<file path="config.mk">
export PLATFORM = sky130hd
export DESIGN_NAME = mc_maindec_flat
export DESIGN_NICKNAME = d
export VERILOG_FILES = /design/src/rtl/mc_maindec_if.sv /design/src/rtl/mc_maindec.sv /design/src/flat_wrapper.sv
export SDC_FILE = /design/constraint.sdc
export NUM_CORES = 1
export LEC_CHECK = 0
export ABC_CLOCK_PERIOD_IN_PS = 1500
export BUFFER_PORTS_ARGS = -buffer_cell sky130_fd_sc_hd__buf_2
export CORE_AREA = 4 4 41 43
export DETAILED_ROUTE_END_ITERATION = 8
export DIE_AREA = 0 0 45 47
export PLACE_DENSITY_LB_ADDON = 0.08
export SYNTH_ARGS = -nofsm -noshare
export SYNTH_HDL_FRONTEND = slang
export SYNTH_SLANG_ARGS = --single-unit
</file>
<file path="constraint.sdc">
create_clock -name clk -period 1.5 [get_ports clk]
set_input_delay 0 -clock clk [delete_from_list [all_inputs] [get_ports clk]]
set_output_delay 0 -clock clk [all_outputs]
set_load 0.01 [all_outputs]
</file>
<file path="src/rtl/mc_maindec_if.sv">
// rtl/mc_maindec_if.sv - opcode/flag inputs and control outputs of the multicycle main decoder
interface mc_maindec_if;
   logic [5:0] op;
   logic       zero;
   logic       pcen;
   logic       memwrite;
   logic       irwrite;
   logic       regwrite;
   logic       iord;
   logic       alusrca;
   logic       regdst;
   logic       memtoreg;
   logic       zeroext;
   logic [1:0] alusrcb;
   logic [1:0] pcsrc;
   logic [2:0] aluop;
   logic [3:0] state;

   modport master (
      output op, zero,
      input  pcen, memwrite, irwrite, regwrite, iord, alusrca, regdst,
             memtoreg, zeroext, alusrcb, pcsrc, aluop, state
   );

   modport slave (
      input  op, zero,
      output pcen, memwrite, irwrite, regwrite, iord, alusrca, regdst,
             memtoreg, zeroext, alusrcb, pcsrc, aluop, state
   );
endinterface

</file>
<file path="src/rtl/mc_maindec.sv">
// rtl/mc_maindec.sv - multicycle MIPS main decoder Moore FSM; MC_MAINDEC_BNE_EN adds bne
module mc_maindec (
   input  logic        clk,
   input  logic        reset_n,
   mc_maindec_if.slave bus
);
   localparam logic [3:0] FETCH   = 4'd0;
   localparam logic [3:0] DECODE  = 4'd1;
   localparam logic [3:0] MEMADR  = 4'd2;
   localparam logic [3:0] MEMRD   = 4'd3;
   localparam logic [3:0] MEMWB   = 4'd4;
   localparam logic [3:0] MEMWR   = 4'd5;
   localparam logic [3:0] RTYPEEX = 4'd6;
   localparam logic [3:0] RTYPEWB = 4'd7;
   localparam logic [3:0] BEQEX   = 4'd8;
   localparam logic [3:0] ADDIEX  = 4'd9;
   localparam logic [3:0] IWB     = 4'd10;
   localparam logic [3:0] ORIEX   = 4'd11;
   localparam logic [3:0] JEX     = 4'd12;
`ifdef MC_MAINDEC_BNE_EN
   localparam logic [3:0] BNEEX   = 4'd13;
`endif

   logic [3:0] state_q;
   logic [3:0] state_d;
   logic       pcwrite;
   logic       branch;
   logic       bne;
   logic       memwrite_s;
   logic       irwrite_s;
   logic       regwrite_s;

   always_ff @(posedge clk) begin
      if (!reset_n) state_q <= FETCH;
      else          state_q <= state_d;
   end

   // Terminal states and unused encodings all fall through the default to FETCH.
   always_comb begin
      state_d = FETCH;
      case (state_q)
         FETCH:  state_d = DECODE;
         DECODE: begin
            case (bus.op)
               6'b100011, 6'b101011: state_d = MEMADR;
               6'b000000:            state_d = RTYPEEX;
               6'b000100:            state_d = BEQEX;
               6'b001000:            state_d = ADDIEX;
               6'b001101:            state_d = ORIEX;
               6'b000010:            state_d = JEX;
`ifdef MC_MAINDEC_BNE_EN
               6'b000101:            state_d = BNEEX;
`endif
               default:              state_d = FETCH;
            endcase
         end
         MEMADR:  state_d = (bus.op == 6'b101011) ? MEMWR : MEMRD;
         MEMRD:   state_d = MEMWB;
         RTYPEEX: state_d = RTYPEWB;
         ADDIEX:  state_d = IWB;
         ORIEX:   state_d = IWB;
         default: state_d = FETCH;
      endcase
   end

   always_comb begin
      pcwrite      = 1'b0;
      branch       = 1'b0;
      bne          = 1'b0;
      memwrite_s   = 1'b0;
      irwrite_s    = 1'b0;
      regwrite_s   = 1'b0;
      bus.iord     = 1'b0;
      bus.alusrca  = 1'b0;
      bus.regdst   = 1'b0;
      bus.memtoreg = 1'b0;
      bus.zeroext  = 1'b0;
      bus.alusrcb  = 2'b00;
      bus.pcsrc    = 2'b00;
      bus.aluop    = 3'b000;
      case (state_q)
         FETCH: begin
            irwrite_s   = 1'b1;
            pcwrite     = 1'b1;
            bus.alusrcb = 2'b01;
         end
         DECODE: bus.alusrcb = 2'b11;
         MEMADR, ADDIEX: begin
            bus.alusrca = 1'b1;
            bus.alusrcb = 2'b10;
         end
         MEMRD: bus.iord = 1'b1;
         MEMWB: begin
            bus.memtoreg = 1'b1;
            regwrite_s   = 1'b1;
         end
         MEMWR: begin
            bus.iord   = 1'b1;
            memwrite_s = 1'b1;
         end
         RTYPEEX: begin
            bus.alusrca = 1'b1;
            bus.aluop   = 3'b010;
         end
         RTYPEWB: begin
            bus.regdst = 1'b1;
            regwrite_s = 1'b1;
         end
         BEQEX: begin
            bus.alusrca = 1'b1;
            bus.aluop   = 3'b001;
            bus.pcsrc   = 2'b01;
            branch      = 1'b1;
         end
         ORIEX: begin
            bus.alusrca = 1'b1;
            bus.alusrcb = 2'b10;
            bus.aluop   = 3'b011;
            bus.zeroext = 1'b1;
         end
         IWB: regwrite_s = 1'b1;
         JEX: begin
            bus.pcsrc = 2'b10;
            pcwrite   = 1'b1;
         end
`ifdef MC_MAINDEC_BNE_EN
         BNEEX: begin
            bus.alusrca = 1'b1;
            bus.aluop   = 3'b001;
            bus.pcsrc   = 2'b01;
            bne         = 1'b1;
         end
`endif
         default: ;
      endcase
   end

   // Write enables are masked while reset is held so an abandoned instruction commits nothing.
   assign bus.pcen     = reset_n & (pcwrite | (branch & bus.zero) | (bne & ~bus.zero));
   assign bus.memwrite = reset_n & memwrite_s;
   assign bus.irwrite  = reset_n & irwrite_s;
   assign bus.regwrite = reset_n & regwrite_s;
   assign bus.state    = state_q;
endmodule

</file>
<file path="src/flat_wrapper.sv">
// flat-port wrapper written by rule: the top's interface ports become plain ports
module mc_maindec_flat 
  (clk, reset_n, bus_op, bus_zero, bus_pcen, bus_memwrite, bus_irwrite, bus_regwrite, bus_iord, bus_alusrca, bus_regdst, bus_memtoreg, bus_zeroext, bus_alusrcb, bus_pcsrc, bus_aluop, bus_state);
  mc_maindec_if bus_i ();
  input  logic clk;
  input  logic reset_n;
  input wire logic [$bits(bus_i.op)-1:0] bus_op;
  input wire logic [$bits(bus_i.zero)-1:0] bus_zero;
  output wire logic [$bits(bus_i.pcen)-1:0] bus_pcen;
  output wire logic [$bits(bus_i.memwrite)-1:0] bus_memwrite;
  output wire logic [$bits(bus_i.irwrite)-1:0] bus_irwrite;
  output wire logic [$bits(bus_i.regwrite)-1:0] bus_regwrite;
  output wire logic [$bits(bus_i.iord)-1:0] bus_iord;
  output wire logic [$bits(bus_i.alusrca)-1:0] bus_alusrca;
  output wire logic [$bits(bus_i.regdst)-1:0] bus_regdst;
  output wire logic [$bits(bus_i.memtoreg)-1:0] bus_memtoreg;
  output wire logic [$bits(bus_i.zeroext)-1:0] bus_zeroext;
  output wire logic [$bits(bus_i.alusrcb)-1:0] bus_alusrcb;
  output wire logic [$bits(bus_i.pcsrc)-1:0] bus_pcsrc;
  output wire logic [$bits(bus_i.aluop)-1:0] bus_aluop;
  output wire logic [$bits(bus_i.state)-1:0] bus_state;
  assign bus_i.op = bus_op;
  assign bus_i.zero = bus_zero;
  assign bus_pcen = bus_i.pcen;
  assign bus_memwrite = bus_i.memwrite;
  assign bus_irwrite = bus_i.irwrite;
  assign bus_regwrite = bus_i.regwrite;
  assign bus_iord = bus_i.iord;
  assign bus_alusrca = bus_i.alusrca;
  assign bus_regdst = bus_i.regdst;
  assign bus_memtoreg = bus_i.memtoreg;
  assign bus_zeroext = bus_i.zeroext;
  assign bus_alusrcb = bus_i.alusrcb;
  assign bus_pcsrc = bus_i.pcsrc;
  assign bus_aluop = bus_i.aluop;
  assign bus_state = bus_i.state;
  mc_maindec u_core (.clk(clk), .reset_n(reset_n), .bus(bus_i));
endmodule
</file>
==> metrics.txt, run 1 <==
largest fanout on the critical path=9; logic depth of the worst register-to-register path=3; floorplan core area=1301 µm²; max-slew violation count=0; Hold Path Depth=3; CTS tree=built; Finished Layout Cells=114; required time of the critical path=1.50 ns; pin count of the biggest net entering global routing=18; via count=646; Placed Cells incl. Taps=111; portion of synthesized cell area occupied by the leading cell type=0.1488; HPWL after detailed placement=1.206 mm; first-pass GRT wire length=2.470 mm; sort of element at the end of the critical path=output port; count of unresolved DRC violations after routing=0; CTS Root Cell=clkbuf_4; result of the run=finished, final reports clean; sequential-to-total area share from yosys stat=0.1488; peak ir drop on the vdd network=263.7 µV; ys async rst share=0; WS Path Type=reg -> out; Crit Reg-Reg Startpoint=u_core.bus.state[3]$_SDFF_PN0_; fraction of layout cells with a size suffix above 1=0.4141; Min Clock Period, post-route=1.365 ns; worst reg-to-reg setup slack=0.31 ns; clock insertion delay at the later pin of the skew report=0.24 ns; critical-path cell with the highest stage delay=dfxtp_2; endpoint of the worst hold path=u_core.bus.state[3]$_SDFF_PN0_; antenna fix cells=0; gpl congestion=0.8404; TritonCTS Sinks=4; Post-CTS Hold Fix Bufs=0; period utilization=0.9101; leading cell types by total area after synthesis=dfxtp_1, nand2b_1, nor2b_1; count of nets left with antenna violations after detail routing=0; full die area=2115 µm²; final hold vios=0; source of the worst hold timing path=reset_n; Max Fclk=0.7325 GHz; pwr dens=498.7 nW/µm²; number of input and output port buffers inserted=27; CP delay by family, top=simple AND/OR/NAND/NOR gates; total of fill cells in the finished design=124; final setup violation count=0; buffer and inverter count on the worst path=1; die span in y=47 µm; max-capacitance violation count=0; max incr delay on CP=0.35 ns; count of pins on the block boundary=29; length of the first detailed-routing pass in iterations=4; total number of yosys warnings=0; EDFF count, synth=0; Total Nets Final=110; starting density of the core=0.4135; ranking of synthesized cells by instance count=nand2b_1, nor2_1; clock buffer depth=2; mean instance size in the synthesized netlist=7.370 µm²; classification of the worst-slack hold path=in -> reg; clk_skew=0.005839 ns; accumulated negative setup slack=0 ns; row cnt=13; count of unique library cells instantiated by Yosys=36; relative area change from synthesis to final layout=33.02%; horizontal extent of the die=45 µm; initial antenna violation count=0; cell area after technology mapping=538.0 µm²; H-Tree Level Count=1; startpoint type of the worst setup path=register; critical-path cell list=nand2b_1 > or3_1 > a21boi_0 > buf_2; endpoint of the worst register-to-register path=u_core.bus.state[2]$_SDFF_PN0_; total global-route track usage=0.1571; leading area contributor after synthesis=dfxtp_1; Total Wirelength=1.556 mm; RSZ-0062 raised after global routing=no; max reg flops=4; Avg Vias per Cell=5.667; leakage power=0.0003425 µW; Avg WL per Cell=13.65 µm; Yosys reg bits=4; number of DRC violations after detailed-routing iteration 0=7; register clock-pin slew on the reported worst setup and hold paths=0.04 ns; number of nets in the synthesized netlist=82; data arrival time of the critical path=1.37 ns; Mapped Cells=73; number of buffers added by the clock tree synthesis step=3; number of global-route vias before repair=574; total global routing overflow=0; prevailing post-synth register cell=dfxtp_1
## worst max-delay path by stage
| stage | startpoint | to | slack [ns] | cells past startpoint |
|---|---|---|---|---|
| 2_1_floorplan | u_core.bus.state[3]$_SDFF_PN0_ | bus_regwrite | 0.35 | 3 |
| 3_3_place_gp | u_core.bus.state[0]$_SDFF_PN0_ | u_core.bus.state[2]$_SDFF_PN0_ | 0.24 | 3 |
| 3_5_place_dp | u_core.bus.state[0]$_SDFF_PN0_ | u_core.bus.state[3]$_SDFF_PN0_ | 0.23 | 3 |
| 4_1_cts | u_core.bus.state[2]$_SDFF_PN0_ | bus_regwrite | 0.02 | 4 |
| 5_1_grt | u_core.bus.state[3]$_SDFF_PN0_ | bus_regwrite | 0.05 | 4 |
| 6_report | u_core.bus.state[3]$_SDFF_PN0_ | bus_regwrite | 0.13 | 4 |
## placed cells by master (no fill, tap or decap), drive strengths merged, types with 2 or more instances in the layout
cell type,netlist,final
a31oi,2,2
clkbuf,2,3
nor4b,2,2
inv,2,2
a21oi,4,4
and3,4,4
buf,5,30
a211oi,2,2
nor2,5,5
nor3,4,4
nand2b,5,5
o21ai,3,3
nor3b,3,3
dfxtp,4,4
nor2b,4,4
xnor2,2,2
o211ai,2,2
nor4,2,2
nand2,2,2
## where the power goes
part	internal, µW	switching, µW
logic	45.6	55.2
clock network	89.5	44.2
registers	111	11.4
total	246	111
## metrics by stage
stage | setup WS [ns] | power (µW) | cell area [µm²] | hold slack (ns) | utilization
after floorplan | 0.3492 | 187.2 | 538.0 | 0.1259 | -
after global placement | 0.2370 | 222.1 | 685.7 | 0.3201 | 0.5269
after detailed placement | 0.2255 | 223.1 | 685.7 | 0.3194 | 0.5269
after CTS | 0.01807 | 362.5 | 709.4 | 0.06640 | 0.5452
after global routing | 0.04822 | 381.0 | 715.7 | 0.08421 | 0.5500
final | 0.1348 | 356.9 | 715.7 | 0.07055 | 0.5500
## timing repair
item | 4_1_cts | 5_1_grt
setup endpoints to repair | 1 | 3
resized for setup | 1 | 4
setup buffers | 0 | 0
endpoints found under the hold margin | 0 | 0
## layer usage
layer,track usage,up-vias,part of all wire
met2,0.2966,24,0.49
met5,0,-,0
met3,0.01149,4,0.073
met4,0.08187,0,0.015
li1,-,325,-
met1,0.1746,293,0.42
## tightest hold or removal path, stage by stage
cell	delay (ns)
buf_2	0.14
nand2_1	0.08
a211oi_1	0.05
## cell families after synthesis
group                  Yosys count  share of synthesized area
buffers and inverters            9                    0.09070
XOR/XNOR                         3                    0.04885
AO/OA/AOI/OAI                   19                     0.2535
flip-flops                       4                     0.1488
other                            1                   0.006970
AND/OR/NAND/NOR                 37                     0.4512
## layout make-up
class | instances | area [µm²] | share of cell area
multi-input combinational | 60 | 411.6 | 0.5752
clock buffer | 3 | 22.52 | 0.03147
timing repair buffer | 30 | 170.2 | 0.2378
sequential | 4 | 85.08 | 0.1189
tap | 15 | 18.77 | 0.02622
inverter | 2 | 7.507 | 0.01049
(Power assumes the default switching activity.)
==> inputs of run 2 (changes only) <==
HOLD_SLACK_MARGIN = 0.1   (was not set)
SETUP_SLACK_MARGIN = 0.3   (was not set)
==> metrics.txt, run 2 (synthesized netlist as in run 1, its figures left out) <==
max-slew violation count=0; full die area=2115 µm²; period utilization=0.8611; number of DRC violations after detailed-routing iteration 0=9; commonest cells after routing, fill and taps aside=buf_2, buf_4, a21oi_1, nor2_1, dfxtp_4; RSZ-0062 raised after global routing=yes; final hold vios=0; required time of the critical path=1.50 ns; first-pass GRT wire length=2.697 mm; final core utilization=0.7096; Avg WL per Cell=14.90 µm; Total Nets Final=120; relative area change from synthesis to final layout=71.63%; classification of the worst-slack hold path=in -> reg; number of global-route vias before repair=610; fraction of layout cells with a size suffix above 1=0.5413; accumulated negative setup slack=0 ns; total global-route track usage=0.1736; clk_skew=0.005898 ns; Max Fclk=0.7742 GHz; TritonCTS Sinks=4; pin count of the biggest net entering global routing=18; CP delay by family, top=simple AND/OR/NAND/NOR gates; total global routing overflow=0; critical-path cell with the highest stage delay=dfxtp_4; result of the run=finished, final reports clean; H-Tree Level Count=1; WS Path Type=reg -> out; pwr dens=432.6 nW/µm²; count of pins on the block boundary=29; horizontal extent of the die=45 µm; length of the first detailed-routing pass in iterations=4; CTS tree=built; Avg Vias per Cell=5.669; clock insertion delay at the later pin of the skew report=0.24 ns; max-capacitance violation count=0; leakage power=0.0004331 µW; die span in y=47 µm; count of nets left with antenna violations after detail routing=0; largest fanout on the critical path=4; data arrival time of the critical path=1.29 ns; total of fill cells in the finished design=100; sort of element at the end of the critical path=output port; starting density of the core=0.4135; CTS Root Cell=clkbuf_4; Min Clock Period, post-route=1.292 ns; Total Wirelength=1.848 mm; HPWL after detailed placement=1.206 mm; startpoint type of the worst setup path=register; via count=703; peak ir drop on the vdd network=259.1 µV; buffer and inverter count on the worst path=1; gpl congestion=0.8404; number of input and output port buffers inserted=27; pre-CTS setup slack=0.2255 ns; antenna fix cells=0; final worst slack=0.2083 ns; initial antenna violation count=0; number of buffers added by the clock tree synthesis step=3; final setup violation count=0; leading cell type in the layout, fill and taps excluded=buf_2; register clock-pin slew on the reported worst setup and hold paths=0.04 ns; max incr delay on CP=0.34 ns; count of unresolved DRC violations after routing=0; row cnt=13; max reg flops=4; worst reg-to-reg setup slack=0.27 ns; clock buffer depth=2; floorplan core area=1301 µm²; critical-path cell list=nand2b_4 > or3_4 > a21boi_1 > buf_2
## run 2: cell types whose count changed in the layout (fill, tap and decap cells not counted), sizes merged
cell / delta
buf: +8
bufbuf: +1
dlygate4sd3: +1
## run 2: area by class of cell
cell class,count,area (µm²),area share
multi-input combinational,60,479.2,0.5190
timing repair buffer,40,300.3,0.3252
inverter,2,7.507,0.008130
tap,15,18.77,0.02033
clock buffer,3,22.52,0.02439
sequential,4,95.09,0.1030
## run 2: where the power goes
| group | leakage (µW) | switching (µW) | total [µW] | internal, µW |
|---|---|---|---|---|
| Sequential | 0.0000355 | 6.81 | 112 | 106 |
| Clock | 0.0000138 | 43.9 | 133 | 89.4 |
| Combinational | 0.000384 | 74.4 | 154 | 79.3 |
## run 2: repair_timing
item / 4_1_cts / 5_1_grt
pin swaps: 1 / 2
hold buffers: 1 / 0
endpoints found under the hold margin: 3 / 0
gates cloned: 1 / 0
gates resized for setup: 20 / 11
setup buffers: 2 / 6
setup endpoints to repair: 16 / 14
## run 2: per-layer routing
layer | track usage | vias to the layer above | wire length, µm
li1 | - | 348 | -
met1 | 0.1905 | 328 | 744
met2 | 0.3333 | 25 | 975
met3 | 0.01149 | 2 | 114
met4 | 0.08772 | 0 | 13
met5 | 0 | - | 0
## run 2: worst register-to-register path: cells and delay by family (launching register included)
family / cells / cell delay (ns)
and+or+nand+nor: 1 / 0.03
buffers and inverters: 1 / 0.27
AOI/OAI and AO/OA: 2 / 0.41
DFF: 1 / 0.40
## run 2: per-stage QoR
stage	power (µW)	cell area (µm²)	hold slack, ns	cells
detailed placement	223.1	685.7	0.3194	111
global route	422.5	923.4	0.1460	124
floorplan	187.2	538.0	0.1259	73
global placement	222.1	685.7	0.3201	111
CTS	371.1	833.3	0.1098	118
finish	399.4	923.4	0.1171	124
## run 2: final timing paths
| path | from | endpoint | cells past startpoint |
|---|---|---|---|
| worst max-delay path | u_core.bus.state[3]$_SDFF_PN0_ | bus_regwrite | 4 |
| worst min-delay path | bus_op[3] | u_core.bus.state[0]$_SDFF_PN0_ | 3 |
| worst max register to register | u_core.bus.state[2]$_SDFF_PN0_ | u_core.bus.state[2]$_SDFF_PN0_ | 4 |
| worst min register to register | u_core.bus.state[1]$_SDFF_PN0_ | u_core.bus.state[0]$_SDFF_PN0_ | 3 |
==> inputs of run 3 (changes only) <==
ABC_AREA = 1   (was not set)
==> metrics.txt, run 3 <==
result of the run=finished, final reports clean; CTS Root Cell=clkbuf_4; cell area after technology mapping=488.0 µm²; Hold Path Depth=5; die span in y=47 µm; count of unique library cells instantiated by Yosys=19; count of cell instances traversed by the critical path=5; total design power=364.3 µW; worst reg-to-reg setup slack=0.40 ns; number of DRC violations after detailed-routing iteration 0=16; EDFF count, synth=0; period utilization=0.8647; clock insertion delay at the later pin of the skew report=0.24 ns; via count=686; final standard cell area without fillers=759.5 µm²; Avg Vias per Cell=4.699; max reg flops=4; initial antenna violation count=0; gpl congestion=0.8650; number of buffers added by the clock tree synthesis step=3; leading area contributor after synthesis=dfxtp_1; CTS tree=built; largest fanout on the critical path=6; total global routing overflow=0; accumulated negative setup slack=0 ns; number of global-route vias before repair=623; peak ir drop on the vdd network=310.4 µV; leading cell type in the layout, fill and taps excluded=buf_2; Yosys reg bits=4; mean instance size in the synthesized netlist=5.137 µm²; classification of the worst-slack hold path=in -> reg; Min Clock Period, post-route=1.297 ns; HPWL after detailed placement=1.214 mm; sequential-to-total area share from yosys stat=0.1641; critical-path cell list=inv_2 > nand2_2 > nor2_4 > or3b_1 > buf_2; total of fill cells in the finished design=136; pin count of the biggest net entering global routing=8; register clock-pin slew on the reported worst setup and hold paths=0.04 ns; clk_skew=0.006726 ns; horizontal extent of the die=45 µm; clock buffer depth=2; commonest cells after routing, fill and taps aside=buf_2, nand2_1, nor2_1, inv_1, nand3_1; max incr delay on CP=0.37 ns; number of input and output port buffers inserted=27; data arrival time of the critical path=1.30 ns; first-pass GRT wire length=2.449 mm; logic depth of the worst register-to-register path=7; ranking of synthesized cells by instance count=nand2_1, nor2_1, inv_1; max-slew violation count=0; Total Wirelength=1.501 mm; full die area=2115 µm²; max-capacitance violation count=0; starting density of the core=0.3750; row cnt=13; fraction of layout cells with a size suffix above 1=0.4122; relative area change from synthesis to final layout=55.64%; floorplan core area=1301 µm²; ys async rst share=0; Max Fclk=0.7710 GHz; length of the first detailed-routing pass in iterations=4; buffer and inverter count on the worst path=2; number of nets in the synthesized netlist=104; antenna fix cells=0; DP Area=626.9 µm²; critical-path cell with the highest stage delay=dfxtp_4; CP delay by family, top=simple AND/OR/NAND/NOR gates; final setup violation count=0; RSZ-0062 raised after global routing=yes; Total Nets Final=142; final hold vios=0; leading cell types by total area after synthesis=dfxtp_1, nand2_1, nor2_1; required time of the critical path=1.50 ns; count of pins on the block boundary=29; prevailing post-synth register cell=dfxtp_1; H-Tree Level Count=1; WS Path Type=reg -> out; total global-route track usage=0.1565; total number of yosys warnings=0; count of unresolved DRC violations after routing=0; leakage power=0.0004639 µW; sort of element at the end of the critical path=output port; count of nets left with antenna violations after detail routing=0; portion of synthesized cell area occupied by the leading cell type=0.1641; TritonCTS Sinks=4; Avg WL per Cell=10.28 µm; pwr dens=479.7 nW/µm²; startpoint type of the worst setup path=register; Mapped Cells=95
[run 3: cell types whose count changed after synthesis, moves of 3 or more]
cell	previous run	this run
nor2_1	5	21
nand2b_1	5	0
buf_2	3	0
nand2_1	2	21
nor2b_1	4	0
and3_1	3	0
nor3b_1	3	0
nand3_1	0	11
inv_1	2	15
[run 3: logic make-up after synthesis]
| group | after synthesis | synth area share |
|---|---|---|
| flops | 4 | 0.1641 |
| simple gates | 61 | 0.5487 |
| other cells | 1 | 0.007685 |
| compound gates | 10 | 0.1180 |
| buf+inv | 19 | 0.1615 |
[run 3: final timing paths]
check,from,endpoint
worst max-delay path,u_core.bus.state[1]$_SDFF_PN0_,bus_alusrcb[1]
worst min-delay path,bus_op[4],u_core.bus.state[1]$_SDFF_PN0_
worst max register to register,u_core.bus.state[2]$_SDFF_PN0_,u_core.bus.state[2]$_SDFF_PN0_
worst min register to register,u_core.bus.state[0]$_SDFF_PN0_,u_core.bus.state[3]$_SDFF_PN0_
[run 3: through the flow]
stage	worst slack [ns]	instances	hold slack [ns]	utilization
final	0.2029	146	0.1674	0.5837
after global placement	0.3199	135	0.2642	0.4817
after global routing	0.1571	146	0.1868	0.5837
after floorplan	0.4106	95	0.09763	-
after CTS	0.2168	145	0.1618	0.5644
after detailed placement	0.3216	135	0.2606	0.4817
[run 3: area by class of cell]
type                    instances  area (µm²)  share of cell area
multi-input cells              72       359.1              0.4728
repair buffers                 35       197.7              0.2603
flip-flops and latches          4       92.59              0.1219
inverters                      17       68.82             0.09061
clock buffers                   3       22.52             0.02965
well taps                      15       18.77             0.02471
[run 3: tightest hold or removal path: stages]
cell and delay, ns:
buf_2 0.09, nand3b_1 0.10, nand3_1 0.06, nand2_1 0.06, a21oi_1 0.05
[run 3: power by group]
group	internal (µW)	total [µW]	switching [µW]
Clock	89.7	136	46.4
Combinational	46.6	112	65.5
Sequential	108	116	8.09
[run 3: timing repair]
item	CTS	global route
hold endpoints to repair	3	0
setup endpoints to repair	10	13
setup buffers	6	1
gates resized for setup	14	5
pin swaps	1	0
hold buffers	1	0
[run 3: layer usage]
layer,part of all wire,vias to the layer above,GRT usage
met5,0,-,0
met1,0.39,290,0.1595
met2,0.52,26,0.3107
li1,-,368,-
met3,0.079,2,0.02299
met4,0.0060,0,0.07018
